**config.mk**
```make
export PLATFORM = sky130hd
export DESIGN_NAME = fir_mac_sequencer_flat
export DESIGN_NICKNAME = d
export VERILOG_FILES = /design/src/rtl/fir_mac_sequencer_if.sv /design/src/rtl/fir_mac_sequencer.sv /design/src/flat_wrapper.sv
export SDC_FILE = /design/constraint.sdc
export NUM_CORES = 2
export LEC_CHECK = 0
export CORE_UTILIZATION = 50
export DETAILED_ROUTE_END_ITERATION = 16
export PLACE_DENSITY = 0.81
export SYNTH_ARGS = -nofsm -noshare
export SYNTH_HDL_FRONTEND = slang
export SYNTH_SLANG_ARGS = --single-unit
```
**constraint.sdc**
```tcl
create_clock -name clk -period 24.5 [get_ports clk]
set_clock_uncertainty 0.2 [all_clocks]
set_input_delay 3.675 -clock clk [delete_from_list [all_inputs] [get_ports clk]]
set_output_delay 3.675 -clock clk [all_outputs]
set_load 0.02 [all_outputs]
```
**src/rtl/fir_mac_sequencer_if.sv**
```systemverilog
`default_nettype none
// ============================================================================
//  Module      : fir_mac_sequencer_if
//  Description : Sample / coefficient / dsp-multiplier signal bundle for
//                fir_mac_sequencer.
//                master : environment side (sample source, coefficient
//                         loader, dsp block, output stage)
//                slave  : the FIR sequencer itself
//  Signals     : sample_in[23:0], sample_valid, sample_ready,
//                coef_wr_en, coef_wr_addr[log2(NTAPS)-1:0], coef_wr_data[15:0],
//                dsp_ce, dsp_tap[15:0], dsp_signal[23:0], dsp_output[31:0],
//                out_sample[23:0], out_valid
//  Revision    : 1.0 - initial release
// ============================================================================
interface fir_mac_sequencer_if #(
    parameter int NTAPS = 16
);
    localparam int c_AW = $clog2(NTAPS);

    logic [23:0]     sample_in;
    logic            sample_valid;
    logic            sample_ready;
    logic            coef_wr_en;
    logic [c_AW-1:0] coef_wr_addr;
    logic [15:0]     coef_wr_data;
    logic            dsp_ce;
    logic [15:0]     dsp_tap;
    logic [23:0]     dsp_signal;
    logic [31:0]     dsp_output;
    logic [23:0]     out_sample;
    logic            out_valid;

    modport master (
        output sample_in, sample_valid, coef_wr_en, coef_wr_addr, coef_wr_data,
               dsp_output,
        input  sample_ready, dsp_ce, dsp_tap, dsp_signal, out_sample, out_valid
    );

    modport slave (
        input  sample_in, sample_valid, coef_wr_en, coef_wr_addr, coef_wr_data,
               dsp_output,
        output sample_ready, dsp_ce, dsp_tap, dsp_signal, out_sample, out_valid
    );
endinterface
`default_nettype wire

```
**src/rtl/fir_mac_sequencer.sv**
```systemverilog
`default_nettype none
// ============================================================================
//  Module      : fir_mac_sequencer
//  Description : Time-multiplexed FIR filter front end. Each accepted 24-bit
//                sample is written to a circular delay line, then NTAPS
//                coefficient/sample pairs are streamed into an external dsp
//                multiplier; the returned products are accumulated, scaled by
//                an arithmetic right shift and saturated to 24 bits.
//  Ports       : clk, reset (async, active high)
//                bus (slave modport of fir_mac_sequencer_if):
//                  sample_in/sample_valid/sample_ready  input sample handshake
//                  coef_wr_en/coef_wr_addr/coef_wr_data coefficient load
//                  dsp_ce/dsp_tap/dsp_signal/dsp_output multiplier interface
//                  out_sample/out_valid                 filtered output strobe
//  Revision    : 1.0 - initial release
// ============================================================================
module fir_mac_sequencer #(
    parameter int NTAPS   = 16,
    parameter int DSP_LAT = 2,
    parameter int ACC_W   = 40,
    parameter int SHIFT   = 8
) (
    input  logic                 clk,
    input  logic                 reset,
    fir_mac_sequencer_if.slave   bus
);

    localparam int c_AW = $clog2(NTAPS);
    localparam int c_CW = $clog2(NTAPS + DSP_LAT) + 1;
    localparam logic [c_CW-1:0] c_LAST_TAP   = c_CW'(NTAPS - 1);
    localparam logic [c_CW-1:0] c_LAST_DRAIN = c_CW'(DSP_LAT - 1);

    typedef enum logic [1:0] {
        S_IDLE  = 2'd0,
        S_ISSUE = 2'd1,
        S_DRAIN = 2'd2,
        S_DONE  = 2'd3
    } state_t;

    state_t r_state;
    state_t w_state_next;

    logic [23:0]              r_line [NTAPS];
    logic [15:0]              r_coef [NTAPS];
    logic [c_AW-1:0]          r_wp;
    logic [c_AW-1:0]          r_newest;
    logic [c_CW-1:0]          r_cnt;
    logic signed [ACC_W-1:0]  r_acc;
    logic [15:0]              r_tap;
    logic [23:0]              r_sig;
    logic [23:0]              r_out;
    logic [DSP_LAT-1:0]       r_flag;

    logic                     w_sample_ready;
    logic                     w_dsp_ce;
    logic                     w_out_valid;
    logic                     w_accept;
    logic                     w_coef_we;
    logic                     w_issue;
    logic [15:0]              w_coef0;
    logic [c_AW-1:0]          w_next_k;
    logic [c_AW-1:0]          w_rd_idx;
    logic signed [ACC_W-1:0]  w_prod_ext;
    logic signed [ACC_W-1:0]  w_acc_next;
    logic signed [ACC_W-1:0]  w_shifted;
    logic [ACC_W-24:0]        w_hi;
    logic                     w_fits;
    logic [23:0]              w_sat;

    assign w_accept  = (r_state == S_IDLE) && bus.sample_valid;
    assign w_coef_we = (r_state == S_IDLE) && bus.coef_wr_en;
    assign w_issue   = (r_state == S_ISSUE);

    // A coefficient written on the accept edge must already be seen by tap 0.
    assign w_coef0 = (w_coef_we && (bus.coef_wr_addr == '0)) ? bus.coef_wr_data
                                                              : r_coef[0];

    // Pair k+1 is loaded while pair k is on the bus; the newest sample is at
    // r_newest and older ones walk backwards around the power-of-2 ring.
    assign w_next_k = r_cnt[c_AW-1:0] + c_AW'(1);
    assign w_rd_idx = r_newest - w_next_k;

    assign w_prod_ext = {{(ACC_W-32){bus.dsp_output[31]}}, bus.dsp_output};
    assign w_acc_next = r_flag[DSP_LAT-1] ? (r_acc + w_prod_ext) : r_acc;

    // Saturate when the bits above the 24-bit result are not a pure sign copy.
    assign w_shifted = w_acc_next >>> SHIFT;
    assign w_hi      = w_shifted[ACC_W-1:23];
    assign w_fits    = (&w_hi) | ~(|w_hi);
    assign w_sat     = w_fits ? w_shifted[23:0]
                              : (w_shifted[ACC_W-1] ? 24'h800000 : 24'h7FFFFF);

    // ------------------------------------------------------------------
    // FSM
    // ------------------------------------------------------------------
    always_ff @(posedge clk or posedge reset) begin
        if (reset) begin
            r_state <= S_IDLE;
        end else begin
            r_state <= w_state_next;
        end
    end

    always_comb begin
        w_state_next   = r_state;
        w_sample_ready = 1'b0;
        w_dsp_ce       = 1'b0;
        w_out_valid    = 1'b0;
        case (r_state)
            S_IDLE: begin
                w_sample_ready = 1'b1;
                if (bus.sample_valid) begin
                    w_state_next = S_ISSUE;
                end
            end
            S_ISSUE: begin
                w_dsp_ce = 1'b1;
                if (r_cnt == c_LAST_TAP) begin
                    w_state_next = S_DRAIN;
                end
            end
            S_DRAIN: begin
                w_dsp_ce = 1'b1;
                if (r_cnt == c_LAST_DRAIN) begin
                    w_state_next = S_DONE;
                end
            end
            S_DONE: begin
                w_out_valid  = 1'b1;
                w_state_next = S_IDLE;
            end
            default: begin
                w_state_next = S_IDLE;
            end
        endcase
    end

    // ------------------------------------------------------------------
    // Issue-flag pipeline: r_flag[DSP_LAT-1] is high exactly when
    // dsp_output carries the product of a pair issued during ISSUE.
    // ------------------------------------------------------------------
    generate
        if (DSP_LAT == 1) begin : g_flag_single
            always_ff @(posedge clk or posedge reset) begin
                if (reset) begin
                    r_flag <= '0;
                end else begin
                    r_flag <= w_issue;
                end
            end
        end else begin : g_flag_shift
            always_ff @(posedge clk or posedge reset) begin
                if (reset) begin
                    r_flag <= '0;
                end else begin
                    r_flag <= {r_flag[DSP_LAT-2:0], w_issue};
                end
            end
        end
    endgenerate

    // ------------------------------------------------------------------
    // Datapath
    // ------------------------------------------------------------------
    always_ff @(posedge clk or posedge reset) begin
        if (reset) begin
            for (int i = 0; i < NTAPS; i++) begin
                r_line[i] <= '0;
                r_coef[i] <= '0;
            end
            r_wp     <= '0;
            r_newest <= '0;
            r_cnt    <= '0;
            r_acc    <= '0;
            r_tap    <= '0;
            r_sig    <= '0;
            r_out    <= '0;
        end else begin
            if (w_coef_we) begin
                r_coef[bus.coef_wr_addr] <= bus.coef_wr_data;
            end

            r_acc <= w_acc_next;

            case (r_state)
                S_IDLE: begin
                    if (w_accept) begin
                        r_line[r_wp] <= bus.sample_in;
                        r_newest     <= r_wp;
                        r_wp         <= r_wp + c_AW'(1);
                        r_acc        <= '0;
                        r_cnt        <= '0;
                        // Pair 0 bypasses the line: the new sample is only
                        // being written on this same edge.
                        r_tap        <= w_coef0;
                        r_sig        <= bus.sample_in;
                    end
                end
                S_ISSUE: begin
                    if (r_cnt == c_LAST_TAP) begin
                        r_cnt <= '0;
                    end else begin
                        r_cnt <= r_cnt + c_CW'(1);
                        r_tap <= r_coef[w_next_k];
                        r_sig <= r_line[w_rd_idx];
                    end
                end
                S_DRAIN: begin
                    r_cnt <= r_cnt + c_CW'(1);
                    // The final flagged product arrives in the last DRAIN
                    // cycle, so the result is taken from the next-acc value.
                    if (r_cnt == c_LAST_DRAIN) begin
                        r_out <= w_sat;
                    end
                end
                default: begin
                end
            endcase
        end
    end

    assign bus.sample_ready = w_sample_ready;
    assign bus.dsp_ce       = w_dsp_ce;
    assign bus.dsp_tap      = r_tap;
    assign bus.dsp_signal   = r_sig;
    assign bus.out_sample   = r_out;
    assign bus.out_valid    = w_out_valid;

endmodule
`default_nettype wire
```
**src/flat_wrapper.sv**
```systemverilog
// flat-port wrapper written by rule: the top's interface ports become plain ports
module fir_mac_sequencer_flat 
#(
    parameter int NTAPS   = 16,
    parameter int DSP_LAT = 2,
    parameter int ACC_W   = 40,
    parameter int SHIFT   = 8
)
  (clk, reset, bus_sample_in, bus_sample_valid, bus_coef_wr_en, bus_coef_wr_addr, bus_coef_wr_data, bus_dsp_output, bus_sample_ready, bus_dsp_ce, bus_dsp_tap, bus_dsp_signal, bus_out_sample, bus_out_valid);
  fir_mac_sequencer_if #(.NTAPS(NTAPS)) bus_i ();
  input  logic clk;
  input  logic reset;
  input wire logic [$bits(bus_i.sample_in)-1:0] bus_sample_in;
  input wire logic [$bits(bus_i.sample_valid)-1:0] bus_sample_valid;
  input wire logic [$bits(bus_i.coef_wr_en)-1:0] bus_coef_wr_en;
  input wire logic [$bits(bus_i.coef_wr_addr)-1:0] bus_coef_wr_addr;
  input wire logic [$bits(bus_i.coef_wr_data)-1:0] bus_coef_wr_data;
  input wire logic [$bits(bus_i.dsp_output)-1:0] bus_dsp_output;
  output wire logic [$bits(bus_i.sample_ready)-1:0] bus_sample_ready;
  output wire logic [$bits(bus_i.dsp_ce)-1:0] bus_dsp_ce;
  output wire logic [$bits(bus_i.dsp_tap)-1:0] bus_dsp_tap;
  output wire logic [$bits(bus_i.dsp_signal)-1:0] bus_dsp_signal;
  output wire logic [$bits(bus_i.out_sample)-1:0] bus_out_sample;
  output wire logic [$bits(bus_i.out_valid)-1:0] bus_out_valid;
  assign bus_i.sample_in = bus_sample_in;
  assign bus_i.sample_valid = bus_sample_valid;
  assign bus_i.coef_wr_en = bus_coef_wr_en;
  assign bus_i.coef_wr_addr = bus_coef_wr_addr;
  assign bus_i.coef_wr_data = bus_coef_wr_data;
  assign bus_i.dsp_output = bus_dsp_output;
  assign bus_sample_ready = bus_i.sample_ready;
  assign bus_dsp_ce = bus_i.dsp_ce;
  assign bus_dsp_tap = bus_i.dsp_tap;
  assign bus_dsp_signal = bus_i.dsp_signal;
  assign bus_out_sample = bus_i.out_sample;
  assign bus_out_valid = bus_i.out_valid;
  fir_mac_sequencer #(.NTAPS(NTAPS), .DSP_LAT(DSP_LAT), .ACC_W(ACC_W), .SHIFT(SHIFT)) u_core (.clk(clk), .reset(reset), .bus(bus_i));
endmodule
```
# Word-level counts from Yosys, hierarchy flattened
# Index checks and enable logic that the tools add are counted.
[op_classes]
add_sub_neg = 5
n_lt_le_gt_ge = 6
eq_ne = 10
muxes = 34
bitwise_logic = 6
reduce_logical = 17
[op_table]
columns = ["cell", "count"]
rows = [
  ["$bwmux W384", 1],
  ["$bwmux W256", 1],
  ["$mux W24", 7],
  ["$mux W40", 3],
  ["$bmux W24 S4", 1],
  ["$demux W24 S4", 1],
  ["$mux W16", 6],
  ["$bmux W16 S4", 1],
  ["$demux W16 S4", 1],
  ["$pmux W24 S2", 1],
  ["$add A40 B32 Y40", 1],
  ["$pmux W16 S2", 1],
  ["$ge A5 B5 Y1 const B", 4],
  ["$not A4 Y5", 4],
  ["$pmux W6 S3", 1],
  ["$mux W6", 2],
  ["$lt A5 B1 Y1 const B", 2],
  ["$reduce_and A9 Y1", 1],
  ["$reduce_or A9 Y1", 1],
  ["$add A4 B1 Y4 const B", 2],
  ["$pmux W2 S4", 1],
  ["$add A6 B1 Y6 const B", 1],
  ["$eq A6 B1 Y1 const B", 1],
  ["$eq A6 B4 Y1 const B", 1],
  ["other kinds (17)", 32],
]
[totals]
ff_bits = 762
inputBits = 80
out_inout_bits = 67
elab_cells = 119

# Depth between registers and ports, before layout
[depth]
ltp_word = 8
ltp_mapped = 15

# Worst setup path after synthesis
# Ideal clock, no wire load.
[synth_path]
path_kind = "input to register"
startpoint = "input bus_dsp_output[0]"
endpoint = "register u_core.r_out[9] (netlist: u_core.bus.out_sample[9])"
setup_time_ns = 0.128
arrival_time_ns = 6.595
required_time_ns = 24.172
setup_slack_ns = 17.577
path_stages = 14
path_cell_list = "ha_1 inv_1 fa_1 nand2b_1 a21o_1 a2111o_1 o211ai_2 a31o_2 a41oi_1 nor3_1 nand4_1 nor4_4 buf_6 o22ai_1"
[synth_via]
elab_chain_cells = 6
[synth_lines]
columns = ["item", "line", "rtl"]
rows = [
  ["from (decl)", "flat_wrapper.sv:18", "input wire logic [$bits(bus_i.dsp_output)-1:0] bus_dsp_output;"],
  ["$add A40 B32 Y40 (*)", "fir_mac_sequencer.sv:84", "assign w_acc_next = r_flag[DSP_LAT-1] ? (r_acc + w_prod_ext) : r_acc;"],
  ["$mux W40 (*)", "fir_mac_sequencer.sv:84", ""],
  ["$reduce_or A9 Y1", "fir_mac_sequencer.sv:89", "assign w_fits = (&w_hi) | ~(|w_hi);"],
  ["$not A1 Y1", "fir_mac_sequencer.sv:89", ""],
  ["$or A1 B1 Y1", "fir_mac_sequencer.sv:89", ""],
  ["$mux W24 (*)", "fir_mac_sequencer.sv:90", "assign w_sat = w_fits ? w_shifted[23:0]"],
  ["to (signal assigned)", "fir_mac_sequencer.sv:213", "r_out <= w_sat;"],
  ["to (decl)", "fir_mac_sequencer.sv:51", "logic [23:0] r_out;"],
]
# Every way passes the cells marked *; elsewhere a longest branch is shown, timed or not.
# A chain may end at the register's enable or synchronous reset.

==> metrics.md <==
| Metric | Value |
|---|---|
| Slowest CP cell | `buf_4` |
| Clk buf depth | `3` |
| Die Span X | `272 µm` |
| Final period utilization | `0.362` |
| Hold Worst Slack | `0.148 ns` |
| Worst Tran Pin Value | `1.44 ns` |
| Post-CTS Setup Inserts | `0` |
| Startpoint Class | `primary input` |
| Mapped Nets | `2,728` |
| Number of synthesized flops with an enable pin | `0` |
| Final Max Slew Viols | `0` |
| Total routed wirelength | `90,200 µm` |
| CP Cell Sequence | `clkdlybuf4s50_1, clkinvlp_4, buf_4, buf_4, buf_4, buf_4, buf_4` |
| Synth async-reset ratio | `1.00` |
| Final RePlAce weighted congestion | `0.855` |
| Crit path largest cell delay | `0.98 ns` |
| WL/cell | `24.3 µm` |
| # setup viols final | `0` |
| Hold_buf cts | `0` |
| Class of the worst hold path | `flop to flop` |
| CTS tree | `yes` |
| CP max FO | `90` |
| Cells after synthesis | `2,594` |
| CP Capture Type | `asynchronous set/reset pin` |
| Crit path depth | `7` |
| Hold Violations, Final | `0` |
| Commonest cells post-synth | `762 x dfrtp_1, 643 x mux2_2, 181 x mux4_2` |
| Total CTS buffers | `80` |
| Total I/O pin count | `147` |
| CTS H-tree lvls | `3` |
| Overall routing resource usage | `0.249` |
| Core outline area | `71,700 µm²` |
| Hold Startpoint | `u_core.r_flag[0]$_DFF_PP0_` |
| Leak Pwr | `0.0185 µW` |
| Synthesized area per cell | `14.0 µm²` |
| Worst setup path class | `primary input to asynchronous set/reset pin` |
| Area grow syn2layout | `14.4%` |
| Yosys Warn Count | `0` |
| Total die area | `73,800 µm²` |
| Tot Pwr | `5980 µW` |
| Mapped cell area | `36,400 µm²` |
| Hold Path Depth | `0` |
| Netlist cell types | `65` |
| Final ANT Viol Nets | `0` |
| PostCTS Resize Cnt | `0` |
| Max rail drop VDD | `0.000140 V` |
| Rows | `98` |
| R2R depth | `8` |
| Skew-Pair Late Insertion Delay | `0.64 ns` |
| Via-per-instance ratio | `6.14` |
| Largest net degree at the start of global routing | `178` |
| Slew HR | `0.0396` |
| Unrepaired setup endpoints after global routing | `no` |
| 1st-pass router iterations | `7` |
| Outcome | `finished, final reports clean` |
| Antenna violations before repair | `5` |
| Design area | `41,600 µm²` |
| Crit path DAT | `9.23 ns` |
| Worst EP required | `24.88 ns` |
| Routed via count | `22,800` |
| Reg-to-reg setup timing slack | `19.19 ns` |
| Register area share after synthesis | `0.524` |
| Setup TNS | `0 ns` |
| WHS Endpoint | `u_core.r_flag[1]$_DFF_PP0_` |
| Most common cell in the synthesized netlist | `dfrtp_1` |
| First-pass GRT wire length | `143,000 µm` |
| R2r endpoint | `u_core.bus.dsp_signal[19]$_DFFE_PP0P_` |
| Vias in the first global route | `24,600` |
| Final min period | `8.86 ns` |
| Ys flop type | `dfrtp_1` |
| GR Overflow Total | `0` |
| Worst path bufs/invs | `7` |
| Final-stage net count | `2,822` |
| Ranking of synthesized cells by area | `dfrtp_1 52%, mux2_2 20%, mux4_2 11%` |
| Port Buffers | `146` |
| Root Buffer | `clkbuf_16` |
| Starting Density | `0.507` |
| Sinks on Clock Net | `762` |
| DP HPWL | `52,600 µm` |
| Placed cell area | `38,800 µm²` |
| Reg clk slew, reported paths | `0.06 ns` |
| Pwr dens | `144 nW/µm²` |
| Post-synthesis sequential element count | `762` |
| Die span in y | `272 µm` |
| Cell mode on critical path | `buf_4` |
| Maxcap violations | `0` |
| # DRC | `0` |
| F_max | `0.113 GHz` |
| Yosys top cell area share | `0.524` |
| Kind of cell adding the most delay to the critical path | `buffers and inverters` |
| RR Startpoint | `u_core.r_cnt[0]$_DFFE_PP0P_` |
| Largest area contributor in the netlist | `dfrtp_1` |
| Layout cell share with drive strength beyond 1 | `0.381` |
| Starting DRC count in detailed routing | `1,682` |
-- flip-flops by register name, indices dropped and copies added, names as in the netlist --
| register | count |
|---|---|
| u_core.r_coef | 256 |
| u_core.r_state | 2 |
| u_core.r_line | 384 |
| u_core.r_newest | 4 |
| u_core.bus.dsp_signal | 24 |
| u_core.bus.dsp_tap | 16 |
| u_core.bus.out_sample | 24 |
| u_core.r_cnt | 6 |
| u_core.r_acc | 40 |
| u_core.r_wp | 4 |
| u_core.r_flag | 2 |
-- cells by family (layout without fill, tap and decap cells) --
family	after synthesis	in the layout	synth area share
mux	895	895	0.331
xor+xnor	39	39	0.00939
flops	762	762	0.524
other cells	0	2	0
buf+inv	212	374	0.0228
compound gates	282	282	0.0493
simple gates	350	350	0.0445
fa+ha+maj	54	54	0.0190
-- routing by layer --
layer | GRT usage | up-vias | share of wire
met3 | 0.0431 | 211 | 0.054
met2 | 0.412 | 646 | 0.50
met5 | 0 | - | 0.00045
met4 | 0.0878 | 6 | 0.030
li1 | - | 9783 | -
met1 | 0.334 | 12100 | 0.42
-- placed cells by master, fill, tap and decap left out, types with 12 or more instances in the layout --
cell type / count
mux2_2: 643
clkbuf_8: 21
a211oi_1: 29
clkinv_2: 12
mux2i_1: 71
o21ai_0: 29
buf_4: 52
xnor2_1: 20
a31oi_1: 18
clkbuf_1: 22
nor2_1: 120
ha_1: 49
nor2b_1: 29
xor2_1: 15
inv_1: 22
nand4_1: 15
clkdlybuf4s50_1: 146
o22ai_1: 20
nor2_2: 12
nand2_1: 93
nand3_1: 14
nor3_1: 16
dfrtp_1: 760
a21o_1: 14
clkbuf_16: 80
mux4_2: 181
a21oi_1: 114
-- area by class of cell --
type                            instances  area (µm²)
Clock buffer                          123        2370
Timing Repair Buffer                  199        1870
Antenna cell                            2        5.00
Sequential cell                       762       19100
Inverter                               25        97.6
Clock inverter                         27         425
Multi-Input combinational cell       1620       16600
Fill cell                            5298       30100
Tap cell                              950        1190
-- per-stage QoR --
stage | setup WS (ns) | util | instances
floorplan | 10.18 | - | 2594
global placement | 15.11 | 0.541 | 3556
detailed placement | 14.76 | 0.541 | 3556
CTS | 15.39 | 0.580 | 3706
global route | 14.73 | 0.580 | 3708
finish | 15.64 | 0.580 | 3708
-- worst max path at each step --
stage	slack, ns	endpoint	from
6_report	15.64	u_core.bus.dsp_signal[5]$_DFFE_PP0P_	reset
5_1_grt	14.73	u_core.r_line[363]$_DFFE_PP0P_	reset
4_1_cts	15.39	u_core.r_line[174]$_DFFE_PP0P_	reset
3_5_place_dp	14.76	u_core.r_line[7]$_DFFE_PP0P_	reset
3_3_place_gp	15.11	u_core.r_line[55]$_DFFE_PP0P_	reset
2_1_floorplan	10.18	u_core.bus.dsp_signal[0]$_DFFE_PP0P_	reset
-- where the power goes --
group	internal [µW]	switching, µW
clock network	742	525
registers	1800	312
logic	1320	1280
total	3870	2110
Note: power is estimated with default switching activity, not from simulation.
